$ cat src/rtl/mips_pkg.sv
// Shared MIPS pipeline definitions.
// Branch control encodings and 2-bit predictor counter helpers.
package mips_pkg;

  typedef enum logic [2:0] {
    BR_NONE = 3'd0,
    BR_BEQ  = 3'd1,
    BR_BNE  = 3'd2,
    BR_BLEZ = 3'd3,
    BR_BGTZ = 3'd4,
    BR_BLTZ = 3'd5,
    BR_BGEZ = 3'd6,
    BR_RSVD = 3'd7
  } br_ctrl_e;

  localparam logic [1:0] CTR_WEAK_NT = 2'b01;

  // Saturating step of a 2-bit predictor counter.
  function automatic logic [1:0] ctr_next(
    input logic [1:0] c,
    input logic       taken
  );
    if (taken) return (c == 2'b11) ? c : c + 2'd1;
    else       return (c == 2'b00) ? c : c - 2'd1;
  endfunction

endpackage

$ cat src/rtl/branch_resolve_unit_bht.sv
// Branch history table: DEPTH x 2-bit saturating counters.
// Async read for IF lookup, clocked read-modify-write for ID resolve.
module bht_2bit
  import mips_pkg::*;
#(
  parameter int DEPTH = 16
) (
  input  logic                     clk_i,
  input  logic                     rst_ni,
  input  logic [$clog2(DEPTH)-1:0] raddr_i,
  output logic [1:0]               rdata_o,
  input  logic                     we_i,
  input  logic [$clog2(DEPTH)-1:0] waddr_i,
  input  logic                     taken_i
);

  logic [1:0] mem_q [DEPTH];
  logic [1:0] wdata_d;

  // Next value of the entry being resolved.
  always_comb begin
    wdata_d = ctr_next(mem_q[waddr_i], taken_i);
  end

  // Reset all entries to weak not-taken; else update one entry.
  always_ff @(posedge clk_i) begin
    if (!rst_ni) begin
      for (int i = 0; i < DEPTH; i++) begin
        mem_q[i] <= CTR_WEAK_NT;
      end
    end else if (we_i) begin
      mem_q[waddr_i] <= wdata_d;
    end
  end

  // Lookup sees the pre-update value.
  assign rdata_o = mem_q[raddr_i];

endmodule

$ cat src/rtl/branch_resolve_unit.sv
// ID-stage branch resolution with 2-bit BHT prediction.
// Flags mispredictions and keeps saturating statistics.
module branch_resolve_unit
  import mips_pkg::*;
#(
  parameter int WIDTH     = 32,
  parameter int PC_WIDTH  = 32,
  parameter int BHT_DEPTH = 16,
  parameter int CNT_WIDTH = 16
) (
  input  logic                 Clk,
  input  logic                 ResetN,
  input  logic [PC_WIDTH-1:0]  LookupPC,
  output logic                 PredictTaken,
  input  logic                 CompareFlag,
  input  logic [2:0]           Control,
  input  logic [WIDTH-1:0]     InA,
  input  logic [WIDTH-1:0]     InB,
  input  logic [PC_WIDTH-1:0]  ResolvePC,
  input  logic                 PredictedIn,
  input  logic                 Stall,
  input  logic                 Flush,
  output logic                 Result,
  output logic                 Mispredict,
  output logic [CNT_WIDTH-1:0] BranchCount,
  output logic [CNT_WIDTH-1:0] MispredCount
);

  localparam int IDX_W = $clog2(BHT_DEPTH);

  br_ctrl_e             ctrl;
  logic                 is_br;
  logic                 cond;
  logic                 valid;
  logic [1:0]           rd_ctr;
  logic [IDX_W-1:0]     lk_idx;
  logic [IDX_W-1:0]     rs_idx;
  logic [CNT_WIDTH-1:0] bcnt_q, bcnt_d;
  logic [CNT_WIDTH-1:0] mcnt_q, mcnt_d;
  logic                 unused_pc;

  assign ctrl   = br_ctrl_e'(Control);
  assign lk_idx = LookupPC[IDX_W+1:2];
  assign rs_idx = ResolvePC[IDX_W+1:2];

  assign unused_pc = ^{LookupPC[PC_WIDTH-1:IDX_W+2],
                       LookupPC[1:0],
                       ResolvePC[PC_WIDTH-1:IDX_W+2],
                       ResolvePC[1:0]};

  // Evaluate the branch condition for the decoded type.
  always_comb begin
    is_br = 1'b0;
    cond  = 1'b0;
    unique case (ctrl)
      BR_BEQ: begin
        is_br = 1'b1;
        cond  = (InA == InB);
      end
      BR_BNE: begin
        is_br = 1'b1;
        cond  = (InA != InB);
      end
      BR_BLEZ: begin
        is_br = 1'b1;
        cond  = InA[WIDTH-1] | ~|InA;
      end
      BR_BGTZ: begin
        is_br = 1'b1;
        cond  = ~InA[WIDTH-1] & |InA;
      end
      BR_BLTZ: begin
        is_br = 1'b1;
        cond  = InA[WIDTH-1];
      end
      BR_BGEZ: begin
        is_br = 1'b1;
        cond  = ~InA[WIDTH-1];
      end
      default: begin
        is_br = 1'b0;
        cond  = 1'b0;
      end
    endcase
  end

  assign Result     = CompareFlag & is_br & cond;
  assign valid      = CompareFlag & is_br & ~Stall & ~Flush;
  assign Mispredict = valid & (Result ^ PredictedIn);

  bht_2bit #(
    .DEPTH (BHT_DEPTH)
  ) u_bht (
    .clk_i   (Clk),
    .rst_ni  (ResetN),
    .raddr_i (lk_idx),
    .rdata_o (rd_ctr),
    .we_i    (valid),
    .waddr_i (rs_idx),
    .taken_i (Result)
  );

  assign PredictTaken = rd_ctr[1];

  // Saturating next values for the statistics counters.
  always_comb begin
    bcnt_d = bcnt_q;
    mcnt_d = mcnt_q;
    if (valid && !(&bcnt_q)) bcnt_d = bcnt_q + CNT_WIDTH'(1);
    if (Mispredict && !(&mcnt_q)) mcnt_d = mcnt_q + CNT_WIDTH'(1);
  end

  // Statistics registers; reset wins over any update.
  always_ff @(posedge Clk) begin
    if (!ResetN) begin
      bcnt_q <= '0;
      mcnt_q <= '0;
    end else begin
      bcnt_q <= bcnt_d;
      mcnt_q <= mcnt_d;
    end
  end

  assign BranchCount  = bcnt_q;
  assign MispredCount = mcnt_q;

endmodule

$ cat config.mk
export PLATFORM = sky130hd
export DESIGN_NAME = branch_resolve_unit
export DESIGN_NICKNAME = d
export VERILOG_FILES = /design/src/rtl/mips_pkg.sv /design/src/rtl/branch_resolve_unit_bht.sv /design/src/rtl/branch_resolve_unit.sv
export SDC_FILE = /design/constraint.sdc
export NUM_CORES = 1
export LEC_CHECK = 0
export CAP_MARGIN = 0
export CORE_ASPECT_RATIO = 1.75
export CORE_UTILIZATION = 50
export CTS_CLUSTER_SIZE = 14
export DETAILED_ROUTE_END_ITERATION = 8
export DONT_BUFFER_PORTS = 1
export PLACE_DENSITY = 0.63
export SYNTH_ARGS = -nofsm -noshare
export SYNTH_HDL_FRONTEND = slang
export SYNTH_SLANG_ARGS = --single-unit
$ cat constraint.sdc
create_clock -name Clk -period 4.3 [get_ports Clk]
set_input_delay 0.86 -clock Clk [delete_from_list [all_inputs] [get_ports Clk]]
set_output_delay 0.86 -clock Clk [all_outputs]
set_load 0.05 [all_outputs]
# Yosys cells after proc, flatten, opt, wreduce, memory -nomap -nowiden
# Memories as Yosys holds them, arrays and structs flattened.
# Cells that the tools add are included.
dict set report word_totals {
  latch_bits 0
  ramBits 32
  regBits 32
  rom_bits 0
  out_inout_bits 35
  n_memories 1
  input_bits 137
  word_cells 50
}
dict set report classes {
  mux 12
  order_cmp 0
  reduce_logical 11
  n_bitwise 11
  div_mod_pow 0
  n_addsub 4
  eq_ne 9
  n_shift 0
  n_mul 0
}
# name depth word_bits rd rd_clocked_by_memory_dff wr line_no
set mem_list {}
lappend mem_list {u_bht.mem_q 16 2 2 0 16 branch_resolve_unit_bht.sv:17} ;# logic [1:0] mem_q [DEPTH];
# op n
set ops {}
lappend ops {{adder 16 x 1 -> 16 bit, second input constant} 2}
lappend ops {{== test 32 bit} 1}
lappend ops {{!= test 32 bit} 1}
lappend ops {{AND reduction 16 bit} 2}
lappend ops {{OR reduction 32 bit} 1}
lappend ops {{== test 3 bit, second input constant} 3}
lappend ops {{2-to-1 mux 2 bit} 4}
lappend ops {{AND 1 bit} 6}
lappend ops {{== test 3 x 2 -> 1 bit, second input constant} 2}
lappend ops {{2-to-1 mux 1 bit} 6}
lappend ops {{one-hot mux 1 bit (6 select lines)} 1}
lappend ops {{OR reduction 6 bit} 1}
lappend ops {{2-to-1 mux 4 bit} 1}
lappend ops {{== test 3 x 1 -> 1 bit, second input constant} 1}
lappend ops {{logical NOT 1 bit} 3}
lappend ops {{inverter 1 bit} 3}
lappend ops {{adder 2 x 1 -> 2 bit, second input constant} 1}
lappend ops {{== test 2 bit, second input constant} 1}
lappend ops {{logical AND 1 bit} 2}
lappend ops {{logical NOT 2 bit} 1}
lappend ops {{OR reduction 2 bit} 1}
lappend ops {{subtractor 2 x 1 -> 2 bit, second input constant} 1}
lappend ops {{bitwise OR 1 bit} 1}
lappend ops {{bitwise XOR 1 bit} 1}

# Logic depth before layout (Yosys ltp)
dict set report logic_depth {
  depth_word 11
  ltp_mapped 10
}

# By module
# From an unflattened synthesis, not the netlist that was laid out.
dict set report unflattened {
  hier_cells 415
  hier_area_um2 4032.6
}
# mod area_each_um2 seq_area_each_um2 cells_per_inst n_inst
set modules_own_cells {}
lappend modules_own_cells {branch_resolve_unit 2184.6 640.6 264 1}
lappend modules_own_cells {bht_2bit 1848.0 960.9 151 1}

# Worst setup path before layout
# OpenSTA, ideal clock, no wires.
dict set report synth_path {
  kind {in2out}
  start {in InA[28]}
  end {out Mispredict}
  n_path_buf 2
  arrival_ns 2.767
  cell_stages 9
  setup_slack_ns 0.673
  path_cell_list {xor2_1 -> nor4_2 -> nand4_1 -> or4_4 -> and4_1 -> o21ai_2 -> buf_6 -> buf_2 -> inv_1}
}
dict set report synth_between {
  elab_chain_cells 7
  elab_cells_between_ends 10
  classes_between {2 x eq/ne; 1 x mux; 5 x bitwise; 2 x reduce/logical}
}
# element line_no
set synth_lines {}
lappend synth_lines {{from (decl)} branch_resolve_unit.sv:17} ;# input logic [WIDTH-1:0] InA,
lappend synth_lines {{OR reduction 32 bit} {branch_resolve_unit.sv:66, branch_resolve_unit.sv:70}}
lappend synth_lines {{logical NOT 1 bit} branch_resolve_unit.sv:66} ;# cond = InA[WIDTH-1] | ~|InA;
lappend synth_lines {{bitwise OR 1 bit} branch_resolve_unit.sv:66}
lappend synth_lines {{one-hot mux 1 bit (6 select lines) (*)} branch_resolve_unit.sv:55} ;# unique case (ctrl)
lappend synth_lines {{AND 1 bit (*)} branch_resolve_unit.sv:87} ;# assign Result = CompareFlag & is_br & cond;
lappend synth_lines {{bitwise XOR 1 bit (*)} branch_resolve_unit.sv:89} ;# assign Mispredict = valid & (Result ^ PredictedIn);
lappend synth_lines {{AND 1 bit (*)} branch_resolve_unit.sv:89}
lappend synth_lines {{to (decl)} branch_resolve_unit.sv:24} ;# output logic Mispredict,
# Every way passes the cells marked *; elsewhere a longest branch is shown, timed or not.

# Final worst setup path
dict set report layout_path {
  start {in InA[24]}
  end {out Mispredict}
}
# The elaborated chain is that of the path after synthesis.

==> key figures <==
Power and ir drop
  • Clock network power share: 49.6%
  • Comb power frac: 7.7%
  • Design internal power: 0.001204 W
  • Ratio of total power to cell area: 368.9 mW/mm²
  • Proportion of total power due to net switching: 21.70%
  • Leakage dissipation: 1.358 nW
  • NetSw: roughly 0.00033 W
  • Seq pwr share: 42.7%
  • Largest voltage drop on the vdd net: 0.2934 mV

Global routing
  • Met2 global-route usage: 45.53%
  • Global-route total usage across every layer: 24.97%
  • First-pass GRT wire length: 14690 µm
  • Leftover overflow at the end of global routing: 0
  • Vias in the first global route: 3041
  • Global Route met3 Usage: about 8.6%
  • Number of antenna violations at the first check in global routing: 0
  • Maximum number of pins on one net before global-route repair: 35
  • Met1 GRT Util: a little under a quarter
  • Busiest metal layer after global routing: met2

Clock tree
  • Post-CTS clock slew at the launch and capture registers of the worst setup and hold paths: around 0.050 ns
  • Number of CTS-inserted buffers: 9
  • CTS Root Cell: sky130_fd_sc_hd__clkbuf_16
  • CTS max path bufs: 2
  • Resized Gates After CTS: 0
  • Clock Latency Late Sink: 0.33 ns
  • Clock tree from TritonCTS: built
  • Buffers inserted by post-CTS timing repair: 0
  • Clock net sink count: 64
  • Number of levels in the clock H-tree: 3
  • Number of hold buffers added after CTS: 0

Critical path
  • Type of the worst setup path: in -> out
  • Largest fanout on the critical path: 3
  • Worst Setup Start Kind: primary input
  • Worst path cell trace: xor2_1 -> nor4_1 -> nand4_1 -> or4_4 -> and4_1 -> o21ai_2 -> inv_1 -> buf_4
  • Category of the worst setup path capture point: primary output
  • Worst path required time: ~3.4 ns
  • Crit path max-delay cell type: sky130_fd_sc_hd__or4_4
  • Critical path's largest stage delay: 0.53 ns
  • Worst path arrival time: 2.74 ns

Yosys
  • Top cells by area, synth: sky130_fd_sc_hd__edfxtp_1 25%, sky130_fd_sc_hd__dfxtp_1 17%, sky130_fd_sc_hd__mux4_2 8.9%
  • Multiplexer area fraction after synthesis: 9.665%
  • Number of synthesized flops with an enable pin: 32
  • Compound-gate portion of the synthesized area: 8.843%
  • Number of instances in the synthesized netlist: 394
  • Flip-flop and latch count after synthesis: 64
  • Post-synthesis area per instance: about 9.7 µm²
  • Post-synthesis cell area: between 0.003 and 0.004 mm²
  • Leading post-synthesis cells by instance count: 47 x sky130_fd_sc_hd__nand2_1, 38 x sky130_fd_sc_hd__xor2_1, 37 x sky130_fd_sc_hd__nor2_1, 33 x sky130_fd_sc_hd__nand3_1
  • Most used flip-flop cell after synthesis: sky130_fd_sc_hd__edfxtp_1
  • Most frequent cell after synthesis: sky130_fd_sc_hd__nand2_1
  • Number of library cell types mapped by synthesis: 44
  • Cell type with the largest total area after synthesis: sky130_fd_sc_hd__edfxtp_1
  • Fraction of synthesized cell area in xor and xnor cells: 9.435%
  • Main combinational cell family by area after synthesis: simple AND/OR/NAND/NOR gates
  • Post-synthesis simple-gate area fraction: 26.10%
  • Share of synthesized area occupied by flip-flops and latches: 42.08%
  • Yosys top cell area share: 25.25%
  • Synth Warn #: 0
  • Async set-reset flop share out of synthesis: 0%
  • Net count after synthesis: 533
  • Adder and majority gate portion of the synthesized area: 0.6575%

Detailed routing
  • Iteration-0 DRC count of the detailed router: 196
  • Via count: 3027
  • Average vias per placed instance: approximately 6.3
  • Detailed-route DRC error count: 0
  • Count of nets left with antenna violations after detail routing: 0
  • Wire per inst: 19.43 µm
  • Total detailed-routing wirelength: between 9000 and 10000 µm
  • Number of iterations in the first detailed-routing pass: 6

Floorplan
  • Initial cell density of the core: 52.25%
  • Boundary pin count: 172
  • Overall die width: between 60 and 70 µm
  • Die area: 0.007979 mm²
  • Number of placement rows: 41
  • Placeable core region: 0.007284 mm²
  • Vertical die dimension: 117.4 µm

Timing
  • Slew margin rel.: about half
  • Final number of setup-violating endpoints: 0
  • Min Clock Period, post-route: 3.601 ns
  • Largest clock skew in the final design: 0.002754 ns
  • Final Hold Vio Count: 0
  • Highest attainable clock frequency: 277.7 MHz
  • Max Slew Vio Count: 0
  • Total Neg Setup Slack: 0 ns
  • Worst Tran Pin Value: 0.7498 ns
  • Final period util: 83.75%
  • Unrepaired setup endpoints after global routing: no

Placement
  • DP HPWL: 7025 µm
  • Weighted congestion reported at the end of routability-driven placement: 0.8751
  • Buffers added on ports: 0

Final layout
  • Fin util: between 50 and 60%
  • Fill cells: 669
  • Reg area: 0.001602 mm²
  • Share of final-layout standard cells stronger than drive strength 1: around a tenth
  • Layout net count: ~530
  • Area growth syn-to-layout: 9.500%
  • Multi-input logic area: 0.002082 mm²
  • Antenna diode count: 0

Run status
  • Result of the run: complete, no violations

Hold path
  • Type of the most critical hold path: in -> reg

Run
  • Max-cap check violation count: 0
==> flip-flops by register name (all words and copies together) (netlist names) <==
name and cells:
MispredCount 16, u_bht.mem_q 32, BranchCount 16
==> stage by stage <==
step	instance area [µm²]	total power (W)	setup slack, ns	hold WS, ns	std cells
after floorplan	3806	0.0007692	0.6729	0.7041	394
final	4168	0.001538	0.6988	0.6575	480
after global placement	3862	0.0007845	0.6687	0.7375	464
after detailed placement	3862	0.0007872	0.6442	0.7520	464
after global routing	4168	0.001585	0.6494	0.6500	480
after CTS	4168	0.001548	0.6795	0.6502	480
==> worst max-delay path, delay by kind of cell <==
kind | cells | cell delay (ns)
AOI/OAI and AO/OA | 1 | 0.22
xor gates and xnor gates | 1 | 0.14
buffers and inverters | 2 | 0.26
and+or+nand+nor | 4 | 1.26
==> cells by family (layout without fill, tap and decap cells) <==
family          count (synthesis)  after routing
compound gates                 48             48
xor+xnor                       41             41
fa+ha+maj                       2              2
buf+inv                        29             29
flops                          64             64
mux                            18             18
simple gates                  192            192
==> worst paths after layout <==
check,slack (ns),from,cells past startpoint,endpoint
min reg2reg,0.75,MispredCount[1],2,MispredCount[1]
max,0.70,InA[24],8,Mispredict
min,0.66,ResetN,1,MispredCount[13]
max reg2reg,1.63,MispredCount[3],8,MispredCount[15]
==> power by group through the flow <==
stage          clock network, W  registers, W  logic (W)
6_report               0.000763      0.000656   0.000118
5_1_grt                0.000799      0.000657   0.000128
4_1_cts                0.000773      0.000657   0.000119
3_5_place_dp                  0      0.000669   0.000118
3_3_place_gp                  0      0.000669   0.000116
2_1_floorplan                 0      0.000667   0.000102
==> placed cells by master, fill, tap and decap left out, drive strengths merged, types with 3 or more instances in the layout <==
| master | Yosys | routed |
|---|---|---|
| o311ai | 4 | 4 |
| and4 | 6 | 6 |
| nand2 | 47 | 47 |
| xor2 | 38 | 38 |
| and3 | 5 | 5 |
| mux4 | 15 | 15 |
| buf | 8 | 6 |
| nor4 | 19 | 19 |
| nand4 | 7 | 7 |
| xnor2 | 3 | 3 |
| a21oi | 13 | 13 |
| o21ai | 11 | 11 |
| and2 | 4 | 4 |
| clkbuf | 14 | 12 |
| nor2b | 3 | 3 |
| nand3 | 33 | 33 |
| o31ai | 8 | 8 |
| or4 | 8 | 8 |
| edfxtp | 32 | 32 |
| nand2b | 10 | 10 |
| or3 | 7 | 7 |
| mux2i | 3 | 3 |
| dfxtp | 32 | 32 |
| inv | 7 | 7 |
| o41ai | 4 | 4 |
| nor2 | 37 | 37 |
==> routing by layer <==
metal / share of wire (%) / up-vias
met2: 57 / 111
li1: - / 1461
met5: 0 / -
met3: 7.2 / 16
met1: 33 / 1439
met4: 2.9 / 0
==> layout make-up <==
| class | count | share of cell area, % |
|---|---|---|
| Multi-Input combinational cell | 301 | 49.96 |
| Timing Repair Buffer | 6 | 1.081 |
| Inverter | 7 | 0.6304 |
| Clock inverter | 4 | 1.651 |
| Tap cell | 86 | 2.582 |
| Sequential cell | 64 | 38.43 |
| Clock buffer | 12 | 5.674 |
Power figures use the tool's default switching activity.
